File: src/rtl/sample_interp_pkg.sv
// Shared audio DSP definitions for the sample interpolator: state encoding,
// default exponent range and the interp_sel clamp.
package sample_interp_pkg;

    localparam int unsigned SI_MAX_LOG2 = 4;

    typedef enum logic {
        IDLE = 1'b0,
        RAMP = 1'b1
    } state_t;

    // Exponent selects above the supported maximum saturate to it.
    function automatic logic [2:0] clamp_sel(input logic [2:0] sel,
                                             input int unsigned max_log2);
        return (sel > 3'(max_log2)) ? 3'(max_log2) : sel;
    endfunction

endpackage

File: src/rtl/sample_interp_if.sv
// Sample-in / interpolated-sample-out handshake bundle of the interpolator.
interface sample_interp_if #(
    parameter int unsigned BIT_WIDTH = 16
);
    logic [2:0]           interp_sel;
    logic [BIT_WIDTH-1:0] in_data;
    logic                 in_valid;
    logic                 in_ready;
    logic [BIT_WIDTH-1:0] out_data;
    logic                 out_valid;
    logic                 out_ready;

    modport master (
        output interp_sel, in_data, in_valid, out_ready,
        input  in_ready, out_data, out_valid
    );

    modport slave (
        input  interp_sel, in_data, in_valid, out_ready,
        output in_ready, out_data, out_valid
    );
endinterface

File: src/rtl/sample_interp.sv
// Linear-ramp upsampler: each accepted sample produces 2^k beats stepping
// from the previous sample to the new one.
module sample_interp
    import sample_interp_pkg::*;
#(
    parameter int unsigned BIT_WIDTH = 16,
    parameter int unsigned MAX_LOG2  = SI_MAX_LOG2
) (
    input  logic            clk,
    input  logic            clr_n,
    sample_interp_if.slave  bus
);

    localparam int unsigned DW = BIT_WIDTH + 1;
    localparam int unsigned AW = BIT_WIDTH + MAX_LOG2 + 1;
    localparam int unsigned CW = MAX_LOG2 + 1;

    state_t               state_q, state_d;
    logic [AW-1:0]        acc_q, acc_d;
    logic [DW-1:0]        diff_q, diff_d;
    logic [BIT_WIDTH-1:0] prev_q, prev_d;
    logic [BIT_WIDTH-1:0] x_q, x_d;
    logic [BIT_WIDTH-1:0] out_data_q, out_data_d;
    logic [2:0]           k_q, k_d;
    logic [CW-1:0]        beat_q, beat_d;
    logic                 in_ready_q, in_ready_d;
    logic                 out_valid_q, out_valid_d;

    // Sign-extend the (two's complement) step to accumulator width.
    function automatic logic [AW-1:0] sext(input logic [DW-1:0] d);
        return {{(AW-DW){d[DW-1]}}, d};
    endfunction

    assign bus.in_ready  = in_ready_q;
    assign bus.out_valid = out_valid_q;
    assign bus.out_data  = out_data_q;

    always_ff @(posedge clk or negedge clr_n) begin
        if (!clr_n) begin
            state_q     <= IDLE;
            acc_q       <= '0;
            diff_q      <= '0;
            prev_q      <= '0;
            x_q         <= '0;
            out_data_q  <= '0;
            k_q         <= '0;
            beat_q      <= '0;
            in_ready_q  <= 1'b1;
            out_valid_q <= 1'b0;
        end else begin
            state_q     <= state_d;
            acc_q       <= acc_d;
            diff_q      <= diff_d;
            prev_q      <= prev_d;
            x_q         <= x_d;
            out_data_q  <= out_data_d;
            k_q         <= k_d;
            beat_q      <= beat_d;
            in_ready_q  <= in_ready_d;
            out_valid_q <= out_valid_d;
        end
    end

    always_comb begin
        state_d = state_q;
        acc_d   = acc_q;
        diff_d  = diff_q;
        prev_d  = prev_q;
        x_d     = x_q;
        k_d     = k_q;
        beat_d  = beat_q;

        unique case (state_q)
            IDLE: begin
                // in_ready is high throughout IDLE, so in_valid alone accepts.
                if (bus.in_valid) begin
                    k_d     = clamp_sel(bus.interp_sel, MAX_LOG2);
                    x_d     = bus.in_data;
                    diff_d  = DW'(bus.in_data) - DW'(prev_q);
                    acc_d   = (AW'(prev_q) << k_d) + sext(diff_d);
                    beat_d  = CW'(1);
                    state_d = RAMP;
                end
            end
            RAMP: begin
                if (bus.out_ready) begin
                    if (beat_q == (CW'(1) << k_q)) begin
                        prev_d  = x_q;
                        state_d = IDLE;
                    end else begin
                        acc_d  = acc_q + sext(diff_q);
                        beat_d = beat_q + CW'(1);
                    end
                end
            end
        endcase

        out_data_d  = BIT_WIDTH'(acc_d >> k_d);
        in_ready_d  = (state_d == IDLE);
        out_valid_d = (state_d == RAMP);
    end

endmodule

File: src/flat_wrapper.sv
// flat-port wrapper written by rule: the top's interface ports become plain ports
module sample_interp_flat import sample_interp_pkg::*;
#(
    parameter int unsigned BIT_WIDTH = 16,
    parameter int unsigned MAX_LOG2  = SI_MAX_LOG2
)
  (clk, clr_n, bus_interp_sel, bus_in_data, bus_in_valid, bus_out_ready, bus_in_ready, bus_out_data, bus_out_valid);
  sample_interp_if #(.BIT_WIDTH(BIT_WIDTH)) bus_i ();
  input  logic clk;
  input  logic clr_n;
  input wire logic [$bits(bus_i.interp_sel)-1:0] bus_interp_sel;
  input wire logic [$bits(bus_i.in_data)-1:0] bus_in_data;
  input wire logic [$bits(bus_i.in_valid)-1:0] bus_in_valid;
  input wire logic [$bits(bus_i.out_ready)-1:0] bus_out_ready;
  output wire logic [$bits(bus_i.in_ready)-1:0] bus_in_ready;
  output wire logic [$bits(bus_i.out_data)-1:0] bus_out_data;
  output wire logic [$bits(bus_i.out_valid)-1:0] bus_out_valid;
  assign bus_i.interp_sel = bus_interp_sel;
  assign bus_i.in_data = bus_in_data;
  assign bus_i.in_valid = bus_in_valid;
  assign bus_i.out_ready = bus_out_ready;
  assign bus_in_ready = bus_i.in_ready;
  assign bus_out_data = bus_i.out_data;
  assign bus_out_valid = bus_i.out_valid;
  sample_interp #(.BIT_WIDTH(BIT_WIDTH), .MAX_LOG2(MAX_LOG2)) u_core (.clk(clk), .clr_n(clr_n), .bus(bus_i));
endmodule
File: config.mk
export PLATFORM = sky130hd
export DESIGN_NAME = sample_interp_flat
export DESIGN_NICKNAME = d
export VERILOG_FILES = /design/src/rtl/sample_interp_pkg.sv /design/src/rtl/sample_interp_if.sv /design/src/rtl/sample_interp.sv /design/src/flat_wrapper.sv
export SDC_FILE = /design/constraint.sdc
export NUM_CORES = 1
export LEC_CHECK = 0
export CAP_MARGIN = 20
export CORE_ASPECT_RATIO = 1.75
export CORE_MARGIN = 2
export CORE_UTILIZATION = 45
export CTS_CLUSTER_SIZE = 12
export DETAILED_ROUTE_END_ITERATION = 8
export GPL_ROUTABILITY_DRIVEN = 0
export GPL_TIMING_DRIVEN = 0
export PLACE_DENSITY = 0.62
export SLEW_MARGIN = 20
export SYNTH_ARGS = -nofsm -noshare
export SYNTH_HDL_FRONTEND = slang
export SYNTH_SLANG_ARGS = --single-unit
File: constraint.sdc
create_clock -name clk -period 4.2 [get_ports clk]
set_input_delay 0.84 -clock clk [delete_from_list [all_inputs] [get_ports clk]]
set_output_delay 0.84 -clock clk [all_outputs]
set_load 0.05 [all_outputs]
==> results.toml, run 1 <==
[run_status]
status = "finished, violations left"
violations = "setup timing"

[sta]
final-hold-violation-count = 0
min_period_over_period_pct = 118
finalCriticalPeriod_ns = 4.94
maxSlewViolCount = 0
grt_setup_unrepaired = "true"
relSlewSlack_pct = 38.6
fmax_mhz = 202
finalSetupViolCount = 21
worst_pin_slew_ns = 0.895
skew_ns = 0.0103
fin_ws_ns = -0.741
finalSetupTns_ns = -8.85

[drt]
dr.pass1.iters = 5
drtIter0Drc = 347
routed_wirelength_um = 23800
vias_per_cell = 5.75
ant_nets = 0
drc_errors = 0
vias = 7470
wire_per_inst_um = 18.3

[synth]
syn_inst = 964
synth_top_area_share_pct = 30.6
yosysUniqueCellTypes = 79
ys_seq_elements = 96
synthTopCellsByArea = "dfrtp_1, ha_1, nand2_1"
mappedNetlistNets = 1045
synth_ff_type = "dfrtp_1"
yosys.area_share.simple_pct = 20.2
synth_edf_count = 0
synth-compound-area-share_pct = 24.1
synth-xor-area-share_pct = 5.12
synthArstFlopShare_pct = 100
synthesis.area_mm2 = 0.00776
synth_top_cell_by_area = "dfrtp_1"
ys_seq_area_share_pct = 31.0
synth_mux_area_share_pct = 5.37
synth_top_family_by_area = "compound AO/OA/AOI/OAI gates"
synth_area_per_cell_um2 = 8.05
synthAdderAreaFrac_pct = 9.64
ys.warnings.count = 0

[clock_tree]
cts_root_buf = "clkbuf_16"
clock_path_buffers = 2
tritoncts = "yes"
clk-insertion-delay-late_ns = 0.36
cts_sinks = 96
htreeDepth = 3
path_clk_slew_ns = 0.07
cts_buffers = 9

[finish]
areaGrowthSynthToFinish_pct = 27.5
drive_above_1_share_pct = 18.5
antenna_cells = 0
final_net_count = 1150

[critical_path]
r2r_cells = 22
start_kind = "input pin"
critPathRequiredTime_ns = 4.47
arrival_ns = 5.21
reg2reg_to = "u_core.bus.out_data[15]"
worstSetupEndpointType = "flop"
path_max_fanout = 4
crit_type = "in2reg"
r2r_start = "u_core.prev_q[0]"
rrSetupSlack_ns = -0.66

[job]
cap_violations = 0

[min_path]
hold_path.class = "in2async"

[grt]
gr-usage-all-layers_pct = 27.5
grt_pass1_wl_um = 38700
overflow = 0
grt_max_degree = 67
antenna_found_initial = 0
grt_pass1_vias = 7729

[floorplan]
die_y_um = 178
die_w_um = 103
core_area_mm2 = 0.0169
dieArea_mm2 = 0.0184
io_pins = 41
placementRows = 63
initial_core_util_pct = 45.8

[placed_design]
hpwlAfterDp_um = 18000
io_buffers = 39
layer usage:
metal | vias to the layer above | global-route usage, % | wire, um
met5 | - | 0 | 0
met2 | 189 | 52.1 | 13100
li1 | 3651 | - | -
met3 | 79 | 3.23 | 590
met4 | 0 | 14.1 | 1290
met1 | 3551 | 28.7 | 8820
timing repair:
action                     CTS  global route
hold buffers                 0             0
resized for setup          109            44
pin swaps                   47            49
buffers inserted            36            22
setup endpoints to repair   28            25
placed cells by master (no fill, tap or decap), types with 8 or more instances in the layout:
cell type	instances
nand3_1	9
o21ai_0	75
and3_1	10
buf_6	12
clkbuf_1	26
o211ai_1	8
nor3_1	17
nand2_1	158
o21a_1	14
o21bai_1	8
a21oi_1	56
mux2i_1	25
xor2_1	13
clkbuf_16	9
buf_4	49
ha_1	41
dfrtp_1	94
a211oi_1	13
a22oi_1	10
nor2b_1	9
nand4_1	9
a21o_1	15
nor2_1	80
ha_4	11
inv_1	48
xnor2_1	21
clkdlybuf4s50_1	30
layout make-up:
class / instances / area [um2]
timing repair buffer: 96 / 880
clock buffer: 10 / 239
sequential: 96 / 2400
multi-input combinational: 775 / 5650
tap: 227 / 284
inverter: 52 / 198
buffer: 39 / 204
clock inverter: 5 / 33.8
fill: 1551 / 7050
registers in the layout, summed over array words and instances (netlist names):
signal / flops
u_core.diff_q: 17
u_core.state_q: 1
u_core.bus.out_data: 16
u_core.k_q: 3
u_core.beat_q: 5
u_core.bus.in_ready: 1
u_core.x_q: 16
u_core.prev_q: 16
u_core.acc_q: 21
per-stage QoR:
step | cell area (um2) | hold WS, ns | setup slack, ns | util (%) | cells
2_1_floorplan | 7850 | 0.444 | -0.603 | - | 964
3_3_place_gp | 8530 | 0.458 | -1.74 | 50.3 | 1230
3_5_place_dp | 8560 | 0.462 | -1.76 | 50.5 | 1231
4_1_cts | 9540 | 0.362 | -0.743 | 56.3 | 1280
5_1_grt | 9900 | 0.371 | -0.920 | 58.4 | 1300
6_report | 9900 | 0.356 | -0.741 | 58.4 | 1300
synthesized netlist by cell type, drive strengths merged (8+ instances only):
| library cell | count |
|---|---|
| a211oi | 19 |
| a21o | 16 |
| a21oi | 65 |
| a22oi | 10 |
| and3 | 11 |
| buf | 8 |
| clkbuf | 33 |
| dfrtp | 95 |
| ha | 55 |
| inv | 51 |
| mux2 | 9 |
| mux2i | 27 |
| nand2 | 159 |
| nand3 | 10 |
| nand4 | 9 |
| nor2 | 87 |
| nor2b | 13 |
| nor3 | 21 |
| o211ai | 10 |
| o21a | 15 |
| o21ai | 86 |
| o21bai | 8 |
| or2 | 8 |
| xnor2 | 28 |
| xor2 | 14 |
critical path, cell delays in order:
cell	delay [ns]
buf_6	0.09
inv_4	0.05
ha_4	0.15
buf_12	0.10
nor2b_4	0.03
o2111a_2	0.27
or3_4	0.37
a21o_1	0.18
a21oi_2	0.18
xnor2_2	0.17
ha_4	0.25
buf_4	0.14
nand4_1	0.06
o21ai_1	0.07
a41o_1	0.23
nor3_2	0.11
o21bai_1	0.12
a31o_1	0.26
a31o_4	0.27
a2111oi_4	0.40
a211oi_4	0.09
or3_1	0.33
a32o_2	0.30
o22ai_2	0.13
cell families after synthesis:
kind of cell / Yosys count
AND/OR/NAND/NOR: 351
AO/OA/AOI/OAI: 285
flip-flops: 96
buffers and inverters: 93
adder cells (fa/ha/maj): 58
XOR/XNOR: 43
multiplexers: 38
worst max path at each step:
stage	slack [ns]	end	startpoint
final	-0.74	u_core.bus.out_data[15]	bus_in_data[0]
after global routing	-0.92	u_core.bus.out_data[12]	bus_in_data[0]
after CTS	-0.74	u_core.bus.out_data[12]	bus_in_data[0]
after floorplan	-0.60	u_core.bus.out_data[12]	bus_in_data[1]
after global placement	-1.74	u_core.bus.out_data[15]	bus_interp_sel[1]
after detailed placement	-1.76	u_core.bus.out_data[15]	bus_interp_sel[1]
Power of run 1 is not shown: default switching activity piles up to over one toggle a cycle in this logic, so the estimate is an artifact.
==> inputs of run 2 (changes only) <==
--- a/config.mk
+++ b/config.mk
@@ -18,3 +18,4 @@
 export SYNTH_ARGS = -nofsm -noshare
 export SYNTH_HDL_FRONTEND = slang
 export SYNTH_SLANG_ARGS = --single-unit
+export TNS_END_PERCENT = 20
==> results.toml, run 2 (synthesized netlist as in run 1, its figures left out) <==
[grt]
antenna_found_initial = 0
grt_pass1_wl_um = 39000
grt_pass1_vias = 7797
overflow = 0
gr-usage-all-layers_pct = 27.7
grt_max_degree = 64

[critical_path]
critPathTopFamily = "simple AND/OR/NAND/NOR gates"
critPathSlowestCell = "or4_4"
path_max_fanout = 3
cp_slowest_stage_delay_ns = 0.52
path_cells = "buf_6 -> inv_4 -> ha_4 -> buf_4 -> nor2b_4 -> o2111a_2 -> or3_4 -> a21o_1 -> a21oi_2 -> xnor2_2 -> ha_4 -> o21a_1 -> o21ai_2 -> nor3_4 -> nand3_1 -> mux2_4 -> a221oi_4 -> o31ai_4 -> or4_4 -> o211ai_4 -> nor2_1 -> or3_1 -> a32oi_1"
worstSetupEndpointType = "flop"
crit_buf_inv = 3
crit_type = "in2reg"
start_kind = "input pin"
critPathRequiredTime_ns = 4.46
crit_top_cell = "ha_4"
arrival_ns = 5.15

[finish]
final_net_count = 1145
top_regs = "u_core.acc_q x21, u_core.diff_q x17"
top_register = "u_core.acc_q"
areaGrowthSynthToFinish_pct = 25.8
drive_above_1_share_pct = 16.9
final_cell_mix = "nand2_1, dfrtp_1, nor2_1"
final_common_cell = "nand2_1"
antenna_cells = 0
largest_reg_flops = 21

[floorplan]
placementRows = 63
initial_core_util_pct = 45.8
dieArea_mm2 = 0.0184
die_w_um = 103
io_pins = 41
die_y_um = 178
core_area_mm2 = 0.0169

[clock_tree]
clk-insertion-delay-late_ns = 0.36
path_clk_slew_ns = 0.07
tritoncts = "yes"
htreeDepth = 3
cts_sinks = 96
cts_buffers = 9
postCtsHoldBufs = 0
cts_root_buf = "clkbuf_16"
clock_path_buffers = 2

[sta]
skew_ns = 0.0111
grt_setup_unrepaired = "true"
min_period_over_period_pct = 116
finalSetupTns_ns = -8.34
fin_ws_ns = -0.690
fmax_mhz = 204
hold_slack_ns = 0.368
maxSlewViolCount = 0
finalCriticalPeriod_ns = 4.89
relSlewSlack_pct = 40.2
final-hold-violation-count = 0
finalSetupViolCount = 18
worst_pin_slew_ns = 0.872

[drt]
ant_nets = 0
dr_wl_met2_um = 13000
drc_errors = 0
routed_wirelength_um = 24000
vias = 7446
drtIter0Drc = 319
wire_per_inst_um = 18.6
dr.pass1.iters = 5
vias_per_cell = 5.75
wl_met1_um = 8910
top_layer_used = "met4"
wl_met3_um = 643

[run_status]
violations = "setup timing"
status = "finished, violations left"

[job]
cap_violations = 0

[placed_design]
hpwlAfterDp_um = 18100
io_buffers = 39

[min_path]
hold_path.class = "in2async"
==> run 2: changes by cell type in the layout (fill, tap and decap cells not counted), moves of 2 or more <==
cell / change
o21ai_0: +4
buf_6: -3
o21ai_2: -3
a21oi_1: +2
a21oi_4: -2
buf_12: -2
ha_2: +2
mux2i_1: +2
mux2i_2: -2
xnor2_1: +2
xnor2_2: -2
==> run 2: routing by layer <==
metal  up-vias  global-route usage (%)
met3        84                    3.47
li1       3647                       -
met1      3546                    28.3
met2       169                    51.6
met4         0                    17.1
met5         -                       0
==> run 2: path summary, 6_finish.rpt <==
check / slack [ns] / endpoint / from / cells past startpoint
worst max-delay path: -0.69 / u_core.bus.out_data[12] / bus_in_data[0] / 23
worst min-delay path: 0.37 / u_core.x_q[3] / clr_n / 1
worst max register to register: -0.63 / u_core.bus.out_data[12] / u_core.prev_q[1] / 21
worst min register to register: 0.48 / u_core.x_q[10] / u_core.x_q[10] / 2
max in group asynchronous: 3.19 / u_core.acc_q[18] / clr_n / 2
min in group clk: 0.48 / u_core.x_q[10] / u_core.x_q[10] / 2
==> run 2: final cells by class <==
cell class / count / area [um2]
multi-input combinational: 775 / 5570
fill: 1582 / 7180
clock inverter: 4 / 51.3
buffer: 39 / 194
tap: 227 / 284
clock buffer: 12 / 256
sequential: 96 / 2400
inverter: 52 / 198
timing repair buffer: 91 / 813
==> run 2: worst reg2reg max path: cells and delay by family, from the launching register on <==
kind	cells	cell delay (ns)
mux	1	0.30
flops	1	0.43
fa+ha+maj	2	0.49
simple gates	7	1.71
buf+inv	1	0.09
xor+xnor	1	0.12
compound gates	9	1.59
==> run 2: timing repair <==
item | in CTS | in global routing
gates resized for setup | 100 | 27
endpoints found under the setup margin | 28 | 26
buffers inserted | 38 | 13
endpoints found under the hold margin | 0 | 0
pin swaps | 54 | 34
==> run 2: per-stage QoR <==
| step | cells | area (um2) | setup WS, ns | utilization (%) |
|---|---|---|---|---|
| CTS | 1283 | 9570 | -0.726 | 56.5 |
| detailed placement | 1231 | 8550 | -1.75 | 50.5 |
| finish | 1296 | 9770 | -0.690 | 57.6 |
| global route | 1296 | 9770 | -0.882 | 57.6 |
| floorplan | 964 | 7850 | -0.604 | - |
| global placement | 1230 | 8520 | -1.73 | 50.3 |
Power of run 2 is left out for the same reason.
